<file path="config.mk">
export PLATFORM = sky130hd
export DESIGN_NAME = if_stage_flat
export DESIGN_NICKNAME = d
export VERILOG_FILES = /design/src/rtl/if_stage_pkg.sv /design/src/rtl/if_stage_if.sv /design/src/rtl/if_stage_pc_redirect_buf.sv /design/src/rtl/if_stage.sv /design/src/flat_wrapper.sv
export SDC_FILE = /design/constraint.sdc
export NUM_CORES = 1
export LEC_CHECK = 0
export ABC_AREA = 1
export CAP_MARGIN = 5
export CORE_AREA = 2 2 236 122
export DETAILED_ROUTE_END_ITERATION = 7
export DIE_AREA = 0 0 238 124
export PLACE_DENSITY = 0.71
export SYNTH_ARGS = -nofsm -noshare
export SYNTH_HDL_FRONTEND = slang
export SYNTH_SLANG_ARGS = --single-unit
</file>
<file path="constraint.sdc">
create_clock -name clk -period 4.2 [get_ports clk]
set_input_delay 0.84 -clock clk [delete_from_list [all_inputs] [get_ports clk]]
set_output_delay 0.84 -clock clk [all_outputs]
set_load 0.01 [all_outputs]
</file>
<file path="src/rtl/if_stage_pkg.sv">
// Shared pipeline definitions used by the fetch stage: reset vector, stall-vector
// bit positions and the fetch-state encoding.
package if_stage_pkg;

   localparam logic [63:0] RESET_PC_DEFAULT = 64'h0000_0000_8000_0000;

   localparam int STALL_W    = 6;
   localparam int STALL_IF   = 0;
   localparam int STALL_ID   = 1;
   localparam int STALL_EX   = 2;
   localparam int STALL_MEM  = 3;
   localparam int STALL_WB   = 4;
   localparam int STALL_CTRL = 5;

   typedef enum logic [1:0] {
      FS_BOOT    = 2'd0,
      FS_RUN     = 2'd1,
      FS_HOLD_BR = 2'd2
   } fetch_state_e;

   // Instruction addresses are word aligned; low two bits are dropped.
   function automatic logic [63:0] align4(input logic [63:0] a);
      return a & ~64'h3;
   endfunction

endpackage

</file>
<file path="src/rtl/if_stage_if.sv">
// Instruction-SRAM read port between the fetch stage (master) and the SRAM (slave).
interface if_stage_if;
   logic        inst_sram_en;
   logic [63:0] inst_sram_addr;
   logic        inst_sram_ready;

   modport master (output inst_sram_en, output inst_sram_addr, input inst_sram_ready);
   modport slave  (input inst_sram_en, input inst_sram_addr, output inst_sram_ready);
endinterface

</file>
<file path="src/rtl/if_stage_pc_redirect_buf.sv">
// Holds a branch redirect that arrived while fetch was frozen and selects the
// next fetch PC when fetch advances.
module pc_redirect_buf
   import if_stage_pkg::*;
(
   input  logic        clk,
   input  logic        rst,
   input  logic        valid_i,
   input  logic        advance_i,
   input  logic        br_e_i,
   input  logic [63:0] br_addr_i,
   input  logic [63:0] pc_i,
   output logic [63:0] next_pc_o,
   output logic        pending_o
);

   logic        pend_q, pend_d;
   logic [63:0] pend_addr_q, pend_addr_d;

   always_comb begin
      pend_d      = pend_q;
      pend_addr_d = pend_addr_q;
      if (advance_i) begin
         pend_d = 1'b0;
      end else if (valid_i && br_e_i) begin
         // A newer redirect replaces any older one still waiting.
         pend_d      = 1'b1;
         pend_addr_d = align4(br_addr_i);
      end
   end

   always_comb begin
      if (br_e_i)
         next_pc_o = align4(br_addr_i);
      else if (pend_q)
         next_pc_o = pend_addr_q;
      else
         next_pc_o = pc_i + 64'd4;
   end

   assign pending_o = pend_q;

   always_ff @(posedge clk) begin
      if (rst) begin
         pend_q      <= 1'b0;
         pend_addr_q <= 64'd0;
      end else begin
         pend_q      <= pend_d;
         pend_addr_q <= pend_addr_d;
      end
   end

endmodule

</file>
<file path="src/rtl/if_stage.sv">
// RV64I instruction-fetch stage: PC generation, instruction-SRAM read issue,
// stall handling and deferred branch redirects.
module if_stage
   import if_stage_pkg::*;
#(
   parameter logic [63:0] RESET_PC = RESET_PC_DEFAULT
) (
   input  logic               clk,
   input  logic               rst,
   input  logic [STALL_W-1:0] stall,
   input  logic               br_e,
   input  logic [63:0]        br_addr,
   if_stage_if.master         sram,
   output logic               pc_valid,
   output logic [63:0]        pc,
   output logic               stallreq_if,
   output logic [63:0]        fetch_cnt
);

   fetch_state_e state_q, state_d;
   logic [63:0]  pc_q, pc_d;
   logic         valid_q, valid_d;
   logic [63:0]  cnt_q, cnt_d;
   logic         advance;
   logic [63:0]  next_pc;
   logic         pending;
   logic         unused_sigs;

   // Only the PC-freeze bit matters here; the rest belong to later stages.
   assign unused_sigs = ^{stall[STALL_W-1:1], pending};

   assign sram.inst_sram_en   = valid_q & ~rst;
   assign sram.inst_sram_addr = {pc_q[63:3], 3'b000};
   assign stallreq_if         = sram.inst_sram_en & ~sram.inst_sram_ready;
   assign advance             = valid_q & ~stall[STALL_IF] & ~stallreq_if;

   pc_redirect_buf u_redirect (
      .clk       (clk),
      .rst       (rst),
      .valid_i   (valid_q),
      .advance_i (advance),
      .br_e_i    (br_e),
      .br_addr_i (br_addr),
      .pc_i      (pc_q),
      .next_pc_o (next_pc),
      .pending_o (pending)
   );

   always_comb begin
      state_d = state_q;
      pc_d    = pc_q;
      valid_d = valid_q;
      cnt_d   = cnt_q;
      case (state_q)
         FS_BOOT: begin
            state_d = FS_RUN;
            pc_d    = RESET_PC;
            valid_d = 1'b1;
         end
         FS_RUN, FS_HOLD_BR: begin
            if (advance) begin
               pc_d    = next_pc;
               cnt_d   = cnt_q + 64'd1;
               state_d = FS_RUN;
            end else if (br_e) begin
               state_d = FS_HOLD_BR;
            end
         end
         default: begin
            state_d = FS_BOOT;
            valid_d = 1'b0;
         end
      endcase
   end

   always_ff @(posedge clk) begin
      if (rst) begin
         state_q <= FS_BOOT;
         pc_q    <= RESET_PC;
         valid_q <= 1'b0;
         cnt_q   <= 64'd0;
      end else begin
         state_q <= state_d;
         pc_q    <= pc_d;
         valid_q <= valid_d;
         cnt_q   <= cnt_d;
      end
   end

   assign pc        = pc_q;
   assign pc_valid  = valid_q;
   assign fetch_cnt = cnt_q;

endmodule

</file>
<file path="src/flat_wrapper.sv">
// flat-port wrapper written by rule: the top's interface ports become plain ports
module if_stage_flat import if_stage_pkg::*;
#(
   parameter logic [63:0] RESET_PC = RESET_PC_DEFAULT
)
  (clk, rst, stall, br_e, br_addr, pc_valid, pc, stallreq_if, fetch_cnt, sram_inst_sram_en, sram_inst_sram_addr, sram_inst_sram_ready);
  if_stage_if sram_i ();
  input  logic clk;
  input  logic rst;
  input  logic [STALL_W-1:0] stall;
  input  logic br_e;
  input  logic [63:0] br_addr;
  output logic pc_valid;
  output logic [63:0] pc;
  output logic stallreq_if;
  output logic [63:0] fetch_cnt;
  output wire logic [$bits(sram_i.inst_sram_en)-1:0] sram_inst_sram_en;
  output wire logic [$bits(sram_i.inst_sram_addr)-1:0] sram_inst_sram_addr;
  input wire logic [$bits(sram_i.inst_sram_ready)-1:0] sram_inst_sram_ready;
  assign sram_inst_sram_en = sram_i.inst_sram_en;
  assign sram_inst_sram_addr = sram_i.inst_sram_addr;
  assign sram_i.inst_sram_ready = sram_inst_sram_ready;
  if_stage #(.RESET_PC(RESET_PC)) u_core (.clk(clk), .rst(rst), .stall(stall), .br_e(br_e), .br_addr(br_addr), .sram(sram_i), .pc_valid(pc_valid), .pc(pc), .stallreq_if(stallreq_if), .fetch_cnt(fetch_cnt));
endmodule
</file>
# Word-level counts from Yosys, hierarchy flattened
# Cells that the tools add are included.
word_totals:
  register_bits: 194
  in_bits: 74
  out_inout_bits: 195
  wordCells: 37
op_classes:
  addsub: 2
  n_eq_ne: 4
  muxes: 8
  n_bitwise: 9
  reduce_logical: 8
op_table:
  columns: ["operator", "n"]
  rows:
  - ["$mux 64", 3]
  - ["$pmux 64 s2", 1]
  - ["$add 64x1->64 const B", 1]
  - ["$add 64x3->64 const B", 1]
  - ["$reduce_and 2->1", 3]
  - ["$not 1->1", 5]
  - ["$and 1x1->1", 4]
  - ["$mux 2", 2]
  - ["$pmux 2 s2", 1]
  - ["$reduce_or 2->1", 2]
  - ["$ne 3x2->1 const B", 1]
  - ["$eq 2x1->1 const B", 1]
  - ["$eq 2x2->1 const B", 1]
  - ["$logic_not 2->1", 1]
  - ["$ne 2x1->1 const B", 1]
  - ["$pmux 1 s2", 1]
  - ["$reduce_bool 2->1", 1]
  - ["$logic_and 1x1->1", 1]

# Depth between registers and ports, before layout
# Gate-level depths: netlist of run 1.
depth:
  ltp_word: 7
  mapped_depth: 14
  depth_no_buf: 14

# Cells and area by module
# A second synthesis of run 1 with hierarchy kept.
unflattened:
  hier_cells: 2123
  hier_area_um2: 12609.6
modules_own_cells:
  columns: ["mod", "instances", "cells_per_inst", "area_per_inst_um2", "seq_area_each_um2"]
  rows:
  - ["if_stage", 1, 1007, 6723.9, 2622.5]
  - ["pc_redirect_buf", 1, 1116, 5885.6, 1261.2]

# Worst setup path before layout of run 1
# No wires, ideal clock.
synth_path:
  path_type: "input port to output port"
  startpoint: "in rst"
  endpoint: "out sram_inst_sram_en"
  t_arrival_ns: 1.654
  t_required_ns: 3.360
  setup_slack_ns: 1.706
  cell_stages: 4
  path_buffers: 3
  path_cell_list: "buf_4 > clkbuf_1 > clkbuf_1 > nor2_1"
synth_between:
  elab_chain_len: 2
synth_lines:
  columns: ["item", "line_no", "rtl"]
  rows:
  - ["start: declaration", "flat_wrapper.sv:9", "input logic rst;"]
  - ["$not 1->1", "if_stage.sv:32", "assign sram.inst_sram_en = valid_q & ~rst;"]
  - ["$and 1x1->1", "if_stage.sv:32", null]
  - ["end: declaration", "flat_wrapper.sv:17", "output wire logic [$bits(sram_i.inst_sram_en)-1:0] sram_inst_sram_en;"]
# No other way between the ends.

# Worst setup path after layout of run 1
layout_path:
  startpoint: "in sram_inst_sram_ready"
  endpoint: "reg u_core.cnt_q[46] (netlist: u_core.fetch_cnt[46])"
layout_between:
  elab_chain_len: 5
layout_lines:
  columns: ["item", "line_no", "rtl"]
  rows:
  - ["start: declaration", "flat_wrapper.sv:19", "input wire logic [$bits(sram_i.inst_sram_ready)-1:0] sram_inst_sram_ready;"]
  - ["$not 1->1", "if_stage.sv:34", "assign stallreq_if = sram.inst_sram_en & ~sram.inst_sram_ready;"]
  - ["$and 1x1->1", "if_stage.sv:34", null]
  - ["$not 1->1", "if_stage.sv:35", "assign advance = valid_q & ~stall[STALL_IF] & ~stallreq_if;"]
  - ["$and 1x1->1", "if_stage.sv:35", null]
  - ["$reduce_and 2->1 (no source line)", null, null]
  - ["end signal: assignment", "if_stage.sv:86", "cnt_q <= cnt_d;"]
  - ["end: declaration", "if_stage.sv:23", "logic [63:0] cnt_q, cnt_d;"]
# No other way between the ends.
# A chain may end at the register's enable or synchronous reset.

==> results.sh, run 1 <==
export IMPL_status="finished clean"
export IMPL_dieWidth_um=238
export IMPL_totalWireLength_mm=49.4
export IMPL_tns_ns=0
export IMPL_post_drt_wl_per_cell_um=19.9
export IMPL_start_kind="input pin"
export IMPL_hold_path_class="flop to flop"
export IMPL_worst_setup_path_type="input pin to flop"
export IMPL_critPathBufInv=3
export IMPL_crit_path_max_fanout=24
export IMPL_grt_pass1_vias=11700
export IMPL_diodes=0
export IMPL_clk_pin_slew_ns=0.08
export IMPL_vias=13600
export IMPL_required_ns=4.53
export IMPL_die_y_um=124
export IMPL_synth_edf_count=0
export IMPL_synth_common_cells="nand2_1 (469), a21oi_1 (254), nor2_1 (251)"
export IMPL_post_cts_resized=0
export IMPL_synth_warning_count=0
export IMPL_internal_power_w=0.00330
export IMPL_clkPwrFrac_pct=34.6
export IMPL_cts_buffers=17
export IMPL_core_area_sq_mm=0.0273
export IMPL_synthFlopType="dfxtp_1"
export IMPL_syn_inst=1955
export IMPL_crit_chain="clkdlybuf4s50_1 > inv_1 > nand3_2 > nand4_4 > nor2_8 > nand2_2 > nor2_2 > inv_2 > nor2_2 > nand3_1 > nand2_1 > nor2_1"
export IMPL_slowest_delay_ns=0.48
export IMPL_numPortBuffers=256
export IMPL_ys_seq_area_share_pct=31.7
export IMPL_grt_max_degree=111
export IMPL_grt_pass1_wl_mm=72.0
export IMPL_fin_nets=2182
export IMPL_setup_violations=0
export IMPL_antenna_found_initial=0
export IMPL_cts_sinks=192
export IMPL_drtIter0Drc=1693
export IMPL_postCtsSetupRepairBufs=0
export IMPL_peakVddDrop_mv=0.293
export IMPL_ys_seq_elements=192
export IMPL_crit_family="simple AND/OR/NAND/NOR gates"
export IMPL_row_count=43
export IMPL_p_comb_share_pct=21.7
export IMPL_crit_path_end_kind="flop"
export IMPL_synth_top_area_share_pct=31.7
export IMPL_powerDensity_mw_per_mm2=332
export IMPL_grt_use_total_pct=32.9
export IMPL_power_switching_w=0.00168
export IMPL_cts_root_buf="clkbuf_16"
export IMPL_io_pins=269
export IMPL_dieArea_sq_mm=0.0295
export IMPL_drv_cap=0
export IMPL_drcViolationCount=0
export IMPL_cpMostUsedCell="nor2_2"
export IMPL_htree_levels=4
export IMPL_fmax_mhz=335
export IMPL_dp_hpwl_mm=37.8
export IMPL_postRouteAntennaNets=0
export IMPL_yosysUniqueCellTypes=41
export IMPL_slowest_stage="nand4_4"
export IMPL_period_share_pct=71.0
export IMPL_vias_per_cell=5.48
export IMPL_async_reset_ff_share_pct=0
export IMPL_max_slew_margin_pct=19.8
export IMPL_clock_skew_ns=0.0157
export IMPL_finalInstanceArea_sq_mm=0.0150
export IMPL_synth_top_area_cell="dfxtp_1"
export IMPL_fin_crit_ns=2.98
export IMPL_gp_congestion=1.00
export IMPL_grt_setup_unrepaired="false"
export IMPL_avgSynthCellArea_sq_um=6.20
export IMPL_worst_pin_slew_ns=1.20
export IMPL_syn_area_sq_mm=0.0121
export IMPL_synth_area_top_cells="dfxtp_1 (32%), nand2_1 (15%), a21oi_1 (10%)"
export IMPL_yosysMostFrequentCell="nand2_1"
export IMPL_place_area_sq_mm=0.0144
export IMPL_p_leak_nw=5.53
export IMPL_dr_pass1_iters=6
export IMPL_slew_viol_final=0
export IMPL_cts_tree="done"
export IMPL_overflow=0
export IMPL_seqPwrFrac_pct=43.7
export IMPL_drive_above_1_share_pct=4.68
export IMPL_worstPathArrival_ns=3.31
export IMPL_start_util_pct=44.4
export IMPL_insertion_delay_ns=0.47
export IMPL_cts_max_path_buffers=2
export IMPL_area_growth_pct=23.9
export IMPL_finalHoldViolations=0
export IMPL_p_sw_share_pct=33.7
export IMPL_ctsHoldBuffers=0
## stage by stage
stage	setup WS (ns)	instances	hold WS (ns)	power, W	util, %
after floorplan	1.71	1959	0.424	0.00287	-
after global placement	0.835	2445	0.441	0.00325	52.7
after detailed placement	0.807	2445	0.436	0.00327	52.7
after CTS	1.27	2477	0.448	0.00498	55.0
after global routing	1.05	2477	0.467	0.00520	55.0
final	1.22	2477	0.454	0.00498	55.0
## cell type report
type	count	area, sq um
clock buffers	19	453
clock inverters	13	153
fillers	2743	12300
inverters	229	860
multi-input cells	1398	6620
flip-flops and latches	192	3840
well taps	360	450
repair buffers	266	2640
## sequential cells by signal, indices dropped and copies added, names as in the netlist
register,count
u_core.pc,62
u_core.fetch_cnt,64
u_core.pc_valid,1
u_core.u_redirect.pending_o,1
u_core.state_q,2
u_core.u_redirect.pend_addr_q,62
## worst paths after layout
kind	start	endpoint	slack [ns]	cells after the start
max	sram_inst_sram_ready	u_core.fetch_cnt[46]	1.22	12
min	u_core.u_redirect.pend_addr_q[20]	u_core.u_redirect.pend_addr_q[20]	0.45	2
max reg2reg	u_core.pc[2]	u_core.pc[58]	1.33	11
min reg2reg	u_core.u_redirect.pend_addr_q[20]	u_core.u_redirect.pend_addr_q[20]	0.45	2
## layer usage
layer	GRT usage (%)	vias up	wire, um
met5	1.68	-	65
met4	4.80	2	404
met3	14.5	31	7600
met2	39.1	781	17400
met1	52.0	6265	23900
li1	-	6503	-
## power groups by stage
stage,clock network (W),registers (W),logic (W)
detailed placement,0,0.00221,0.00107
finish,0.00172,0.00218,0.00108
floorplan,0,0.00215,0.000722
global placement,0,0.00220,0.00105
global route,0.00182,0.00219,0.00119
CTS,0.00175,0.00217,0.00107
## kinds of logic after synthesis
family	after synthesis	share of synthesized area, %
AO/OA/AOI/OAI	416	17.9
XOR/XNOR	41	2.96
adder cells (fa/ha/maj)	4	0.413
buffers and inverters	369	13.8
flip-flops	192	31.7
other	1	0.0309
AND/OR/NAND/NOR	932	33.2
## cell usage in the layout (no fill, tap or decap), drive strengths merged, types with 4 or more instances in the layout
master,Yosys,final
buf,95,12
clkinv,1,4
ha,4,4
dfxtp,192,192
o21bai,12,12
o211ai,12,12
xor2,24,24
conb,1,5
nand2,480,480
clkdlybuf4s50,0,254
o21ai,130,130
nand4,24,24
a21oi,254,254
inv,228,233
nand3,95,95
o21a,5,5
clkbuf,45,19
xnor2,17,17
nor2,277,277
nor3,43,43
## worst register-to-register path, stage by stage, from the launching register on
cell and delay (ns):
dfxtp_1 0.53, ha_1 0.37, inv_1 0.11, nor2_2 0.38, nand2_2 0.24, nor2_4 0.27, nand2_1 0.20, o21bai_1 0.18
nand3_1 0.22, nand2_1 0.12, nand2_1 0.05, a21oi_1 0.13
Note: power is estimated with default switching activity, not from simulation.
==> inputs of run 2 (changes only) <==
--- a/config.mk
+++ b/config.mk
@@ -10,7 +10,7 @@
 export CORE_AREA = 2 2 236 122
 export DETAILED_ROUTE_END_ITERATION = 7
 export DIE_AREA = 0 0 238 124
-export PLACE_DENSITY = 0.71
+export PLACE_DENSITY = 0.74
 export SYNTH_ARGS = -nofsm -noshare
 export SYNTH_HDL_FRONTEND = slang
 export SYNTH_SLANG_ARGS = --single-unit
==> constraint.sdc (replaced) <==
create_clock -name clk -period 2.39 [get_ports clk]
set_input_delay 0.478 -clock clk [delete_from_list [all_inputs] [get_ports clk]]
set_output_delay 0.478 -clock clk [all_outputs]
set_load 0.01 [all_outputs]
==> run 2 against run 1 <==
Register-to-register slack got worse by 1.3 ns. Sequential power up 70%. Combinational power increased by 110%. Clock power grew 74%. Flip-flop and latch count is the same. Global-route usage grew 0.80 points. Final cell count grew 4.3%. Core utilization rose by 3.2 points. Routed wire length up 2.5%. Critical endpoint is now stallreq_if. Largest power group unchanged.
==> results.sh, run 2 (synthesized netlist as in run 1, its figures left out) <==
export IMPL_status="finished clean"
export IMPL_dieArea_sq_mm=0.0295
export IMPL_vias=14000
export IMPL_grt_pass1_wl_mm=73.5
export IMPL_p_sw_share_pct=33.4
export IMPL_slowest_delay_ns=0.54
export IMPL_drive_above_1_share_pct=9.59
export IMPL_dp_hpwl_mm=39.2
export IMPL_postRouteAntennaNets=0
export IMPL_slew_viol_final=0
export IMPL_crit_chain="clkdlybuf4s50_1 > inv_1 > nand3_2 > buf_4 > inv_1 > clkdlybuf4s50_1"
export IMPL_drv_cap=0
export IMPL_min_from="u_core.u_redirect.pend_addr_q[20]"
export IMPL_vias_per_cell=5.42
export IMPL_area_growth_pct=31.1
export IMPL_internal_power_w=0.00596
export IMPL_start_kind="input pin"
export IMPL_slowest_stage="clkdlybuf4s50_1"
export IMPL_seqPwrFrac_pct=41.4
export IMPL_fin_crit_ns=2.32
export IMPL_peakVddDrop_mv=0.511
export IMPL_row_count=43
export IMPL_tns_ns=0
export IMPL_cts_tree="done"
export IMPL_grt_pass1_vias=12100
export IMPL_start_util_pct=44.4
export IMPL_clk_pin_slew_ns=0.07
export IMPL_fmax_mhz=431
export IMPL_htree_levels=4
export IMPL_final_common_cell="nand2_1"
export IMPL_numPortBuffers=256
export IMPL_worst_setup_path_type="input pin to primary output"
export IMPL_cts_sinks=192
export IMPL_cts_max_path_buffers=2
export IMPL_worst_pin_slew_ns=1.15
export IMPL_power_switching_w=0.00299
export IMPL_p_leak_nw=6.10
export IMPL_hold_ws_ns=0.468
export IMPL_insertion_delay_ns=0.46
export IMPL_fin_nets=2287
export IMPL_hold_path_class="flop to flop"
export IMPL_p_comb_share_pct=25.2
export IMPL_clkPwrFrac_pct=33.4
export IMPL_place_ws_ns=-0.271
export IMPL_period_share_pct=97.1
export IMPL_overflow=0
export IMPL_clock_skew_ns=0.0176
export IMPL_grt_max_degree=106
export IMPL_max_slew_margin_pct=23.4
export IMPL_dr_pass1_iters=6
export IMPL_crit_family="buffers and inverters"
export IMPL_drcViolationCount=0
export IMPL_rr_worst_depth=11
export IMPL_worstPathArrival_ns=1.84
export IMPL_core_area_sq_mm=0.0273
export IMPL_post_drt_wl_per_cell_um=19.6
export IMPL_r2r_start="u_core.fetch_cnt[0]"
export IMPL_path_depth=6
export IMPL_die_y_um=124
export IMPL_dieWidth_um=238
export IMPL_cts_buffers=17
export IMPL_worst_slack_ns=0.0691
export IMPL_power_w=0.00896
export IMPL_drtIter0Drc=1763
export IMPL_largest_reg_flops=64
export IMPL_rr_endpoint="u_core.fetch_cnt[40]"
export IMPL_powerDensity_mw_per_mm2=564
export IMPL_crit_path_end_kind="primary output"
export IMPL_grt_use_total_pct=33.7
export IMPL_whs_path_depth=2
export IMPL_finalHoldViolations=0
export IMPL_setup_violations=0
export IMPL_final_cell_mix="nand2_1 (466), a21oi_1 (254), clkdlybuf4s50_1 (254)"
export IMPL_min_to="u_core.u_redirect.pend_addr_q[20]"
export IMPL_crit_path_max_fanout=2
export IMPL_cts_root_buf="clkbuf_16"
export IMPL_gp_congestion=1.02
export IMPL_io_pins=269
export IMPL_rrSetupSlack_ns=0.08
export IMPL_critPathBufInv=5
export IMPL_totalWireLength_mm=50.6
export IMPL_required_ns=1.91
export IMPL_antenna_found_initial=0
==> run 2: cell count changes in the layout (fill, tap and decap cells not counted), moves of 2 or more <==
cell      previous run  this run
buf_12               1         6
buf_4               10       109
clkbuf_8             2         5
clkinv_4             1         3
inv_8                3         0
nand2_1            469       466
nand2_2              8        11
nor2_1             251       247
nor2_2              16        19
==> run 2: worst max-delay path by stage <==
stage	start	end	slack, ns
2_1_floorplan	u_core.pc[2]	u_core.pc[58]	0.54
3_3_place_gp	sram_inst_sram_ready	u_core.pc[47]	-0.20
3_5_place_dp	sram_inst_sram_ready	u_core.pc[33]	-0.27
4_1_cts	u_core.pc[2]	u_core.pc[62]	0.01
5_1_grt	u_core.pc[4]	u_core.pc[53]	-0.02
6_report	sram_inst_sram_ready	stallreq_if	0.07
==> run 2: worst reg2reg max path, stage by stage (launching register included) <==
cell     delay [ns]
dfxtp_1        0.38
ha_1           0.19
nand3_1        0.21
inv_1          0.16
nand4_1        0.18
nor2_1         0.28
nand2_1        0.25
nor2_2         0.23
buf_4          0.14
nand2_1        0.04
nand2_1        0.06
nor2_1         0.03
==> run 2: per-layer routing <==
layer  part of all wire [%]  routed length (um)  track usage, %  vias up
met1                     49               24700            52.5     6396
met5                   0.11                  57            1.52        -
li1                       -                   -               -     6726
met2                     35               17900            40.6      824
met3                     15                7460            14.2       46
met4                    1.1                 563            7.11        2
==> run 2: area by class of cell <==
type                            count  area, sq um
Inverter                          229          860
Fill cell                        2624        11400
Tap cell                          360          450
Clock buffer                       22          494
Sequential cell                   192         3850
Timing Repair Buffer              371         3500
Clock inverter                     10         98.8
Antenna cell                        1         2.50
Multi-Input combinational cell   1398         6650
==> run 2: power by group through the flow <==
stage	registers (W)	logic, W	clock network, W
global route	0.00374	0.00245	0.00312
finish	0.00371	0.00226	0.00299
global placement	0.00376	0.00217	0
floorplan	0.00378	0.00127	0
detailed placement	0.00377	0.00222	0
CTS	0.00370	0.00223	0.00301
==> run 2: through the flow <==
stage | std cells | instance area (sq um) | utilization (%)
floorplan | 1959 | 12100 | -
global placement | 2548 | 15300 | 55.8
detailed placement | 2548 | 15300 | 55.8
CTS | 2580 | 15800 | 58.0
global route | 2582 | 15900 | 58.1
finish | 2583 | 15900 | 58.2
==> run 2: what timing repair did <==
item | 4_1_cts | 5_1_grt
pin swaps | 0 | 4
gates resized for setup | 1 | 10
cloned | 0 | 0
hold endpoints to repair | 0 | 0
setup endpoints to repair | 1 | 67
setup buffers | 0 | 2
hold buffers | 0 | 0
==> inputs of run 3 (changes only) <==
--- a/config.mk
+++ b/config.mk
@@ -10,7 +10,9 @@
 export CORE_AREA = 2 2 236 122
 export DETAILED_ROUTE_END_ITERATION = 7
 export DIE_AREA = 0 0 238 124
+export MAX_ROUTING_LAYER = met4
 export PLACE_DENSITY = 0.74
+export SKIP_LAST_GASP = 1
 export SYNTH_ARGS = -nofsm -noshare
 export SYNTH_HDL_FRONTEND = slang
 export SYNTH_SLANG_ARGS = --single-unit
==> run 3 against run 2 <==
Flip-flop and latch count unchanged. Hold slack improved by 0.0090 ns. First-iteration DRC count decreased by 5.1%. Non-clock buffer count increased by 7. Sequential share of layout area about the same. Via count increased by 0.76%. Critical path depth decreased by 2. Clock skew decreased by 0.0062 ns. Die area unchanged. Global-route usage increased by 1.2 points. Core utilization about the same. Critical path type is now flop to primary output.
==> results.sh, run 3 (synthesized netlist as in run 1, its figures left out) <==
export IMPL_status="finished clean"
export IMPL_die_y_um=124
export IMPL_clock_skew_ns=0.0114
export IMPL_final_common_cell="nand2_1"
export IMPL_register_area_sq_mm=0.00385
export IMPL_area_growth_pct=31.2
export IMPL_place_ws_ns=-0.0688
export IMPL_power_switching_w=0.00302
export IMPL_drtIter0Drc=1673
export IMPL_slowest_delay_ns=0.53
export IMPL_fin_crit_ns=2.33
export IMPL_seqPwrFrac_pct=41.8
export IMPL_p_sw_share_pct=33.9
export IMPL_crit_path_end_kind="primary output"
export IMPL_finish_utilization_pct=58.2
export IMPL_finalHoldViolations=0
export IMPL_grt_pass1_vias=12100
export IMPL_final_cells=2589
export IMPL_gp_congestion=1.08
export IMPL_hold_path_class="flop to flop"
export IMPL_grt_pass1_wl_mm=74.1
export IMPL_worst_setup_path_type="flop to primary output"
export IMPL_numPortBuffers=256
export IMPL_vias_per_cell=5.45
export IMPL_clkPwrFrac_pct=33.1
export IMPL_dieWidth_um=238
export IMPL_largest_reg_flops=64
export IMPL_worstPathArrival_ns=1.85
export IMPL_period_share_pct=97.4
export IMPL_diodes=0
export IMPL_crit_path_max_fanout=8
export IMPL_peakVddDrop_mv=0.505
export IMPL_dieArea_sq_mm=0.0295
export IMPL_ctsHoldBuffers=0
export IMPL_drcViolationCount=0
export IMPL_grt_setup_unrepaired="true"
export IMPL_dr_pass1_iters=5
export IMPL_n_fill_cell=2713
export IMPL_post_drt_wl_per_cell_um=19.9
export IMPL_postRouteAntennaNets=0
export IMPL_totalWireLength_mm=51.4
export IMPL_cts_max_path_buffers=2
export IMPL_dp_hpwl_mm=40.1
export IMPL_cts_tree="done"
export IMPL_setup_violations=0
export IMPL_row_count=43
export IMPL_multi_input_area_sq_mm=0.00663
export IMPL_drive_above_1_share_pct=9.69
export IMPL_internal_power_w=0.00589
export IMPL_cts_buffers=17
export IMPL_cts_root_buf="clkbuf_16"
export IMPL_fmax_mhz=429
export IMPL_worst_pin_slew_ns=1.14
export IMPL_drv_cap=0
export IMPL_max_slew_margin_pct=23.9
export IMPL_powerDensity_mw_per_mm2=561
export IMPL_start_util_pct=44.4
export IMPL_overflow=0
export IMPL_power_w=0.00892
export IMPL_grt_use_total_pct=35.0
export IMPL_insertion_delay_ns=0.46
export IMPL_cts_sinks=192
export IMPL_p_leak_nw=6.12
export IMPL_crit_chain="nand3_2 > buf_4 > inv_1 > clkdlybuf4s50_1"
export IMPL_worst_slack_ns=0.0612
export IMPL_placed_cells_incl_taps=2555
export IMPL_htree_levels=4
export IMPL_io_pins=269
export IMPL_vias=14100
export IMPL_tns_ns=0
export IMPL_start_kind="flop"
export IMPL_antenna_found_initial=0
export IMPL_slowest_stage="clkdlybuf4s50_1"
export IMPL_clk_pin_slew_ns=0.07
export IMPL_fin_nets=2294
export IMPL_p_comb_share_pct=25.2
export IMPL_final_cell_mix="nand2_1 (468), a21oi_1 (254), clkdlybuf4s50_1 (254)"
export IMPL_required_ns=1.91
export IMPL_grt_max_degree=106
export IMPL_core_area_sq_mm=0.0273
export IMPL_slew_viol_final=0
## run 3: cell count changes in the layout (fill, tap and decap cells not counted), sizes merged
cell | previous run | this run
inv | 230 | 234
buf | 117 | 124
diode | 1 | 0
clkinv | 6 | 5
clkinvlp | 2 | 1
clkbuf | 22 | 20
## run 3: area by class of cell
class                           instances  share of cell area (%)
Timing Repair Buffer                  378                    22.2
Inverter                              229                    5.41
Sequential cell                       192                    24.2
Multi-Input combinational cell       1398                    41.7
Clock buffer                           20                    2.87
Tap cell                              360                    2.83
Clock inverter                         12                   0.771
## run 3: routing by layer
metal | track usage (%) | wire [um] | vias up
met1 | 53.9 | 25600 | 6583
met2 | 41.4 | 18300 | 758
met5 | - | 0 | -
li1 | - | - | 6731
met3 | 14.0 | 7180 | 28
met4 | 3.98 | 337 | 0
## run 3: power by group through the flow
stage	logic, W	clock network (W)	registers, W
3_5_place_dp	0.00219	0	0.00378
4_1_cts	0.00221	0.00297	0.00371
6_report	0.00225	0.00295	0.00372
5_1_grt	0.00243	0.00310	0.00375
3_3_place_gp	0.00215	0	0.00377
2_1_floorplan	0.00127	0	0.00378
## run 3: per-stage QoR
step,area [sq um],hold WS [ns]
2_1_floorplan,12100,0.424
3_3_place_gp,15300,0.434
3_5_place_dp,15300,0.453
4_1_cts,15900,0.477
5_1_grt,15900,0.497
6_report,15900,0.477
## run 3: worst max-delay path, delay by kind of cell, from the launching register on
family        cells  cell delay (ns)
flops             1             0.48
buf+inv           3             0.74
simple gates      1             0.18
## run 3: path summary, 6_finish.rpt
check	start	slack, ns	to	cells after the start
min reg2reg	u_core.u_redirect.pend_addr_q[31]	0.48	u_core.u_redirect.pend_addr_q[31]	2
max reg2reg	u_core.pc[7]	0.07	u_core.pc[61]	10
min	u_core.u_redirect.pend_addr_q[31]	0.48	u_core.u_redirect.pend_addr_q[31]	2
max	u_core.pc_valid	0.06	stallreq_if	4
## run 3: repair_timing
item,in CTS,in global routing
hold endpoints to repair,0,0
setup endpoints to repair,1,9
pin swaps,0,2
gates resized for setup,1,5
buffers inserted,0,2
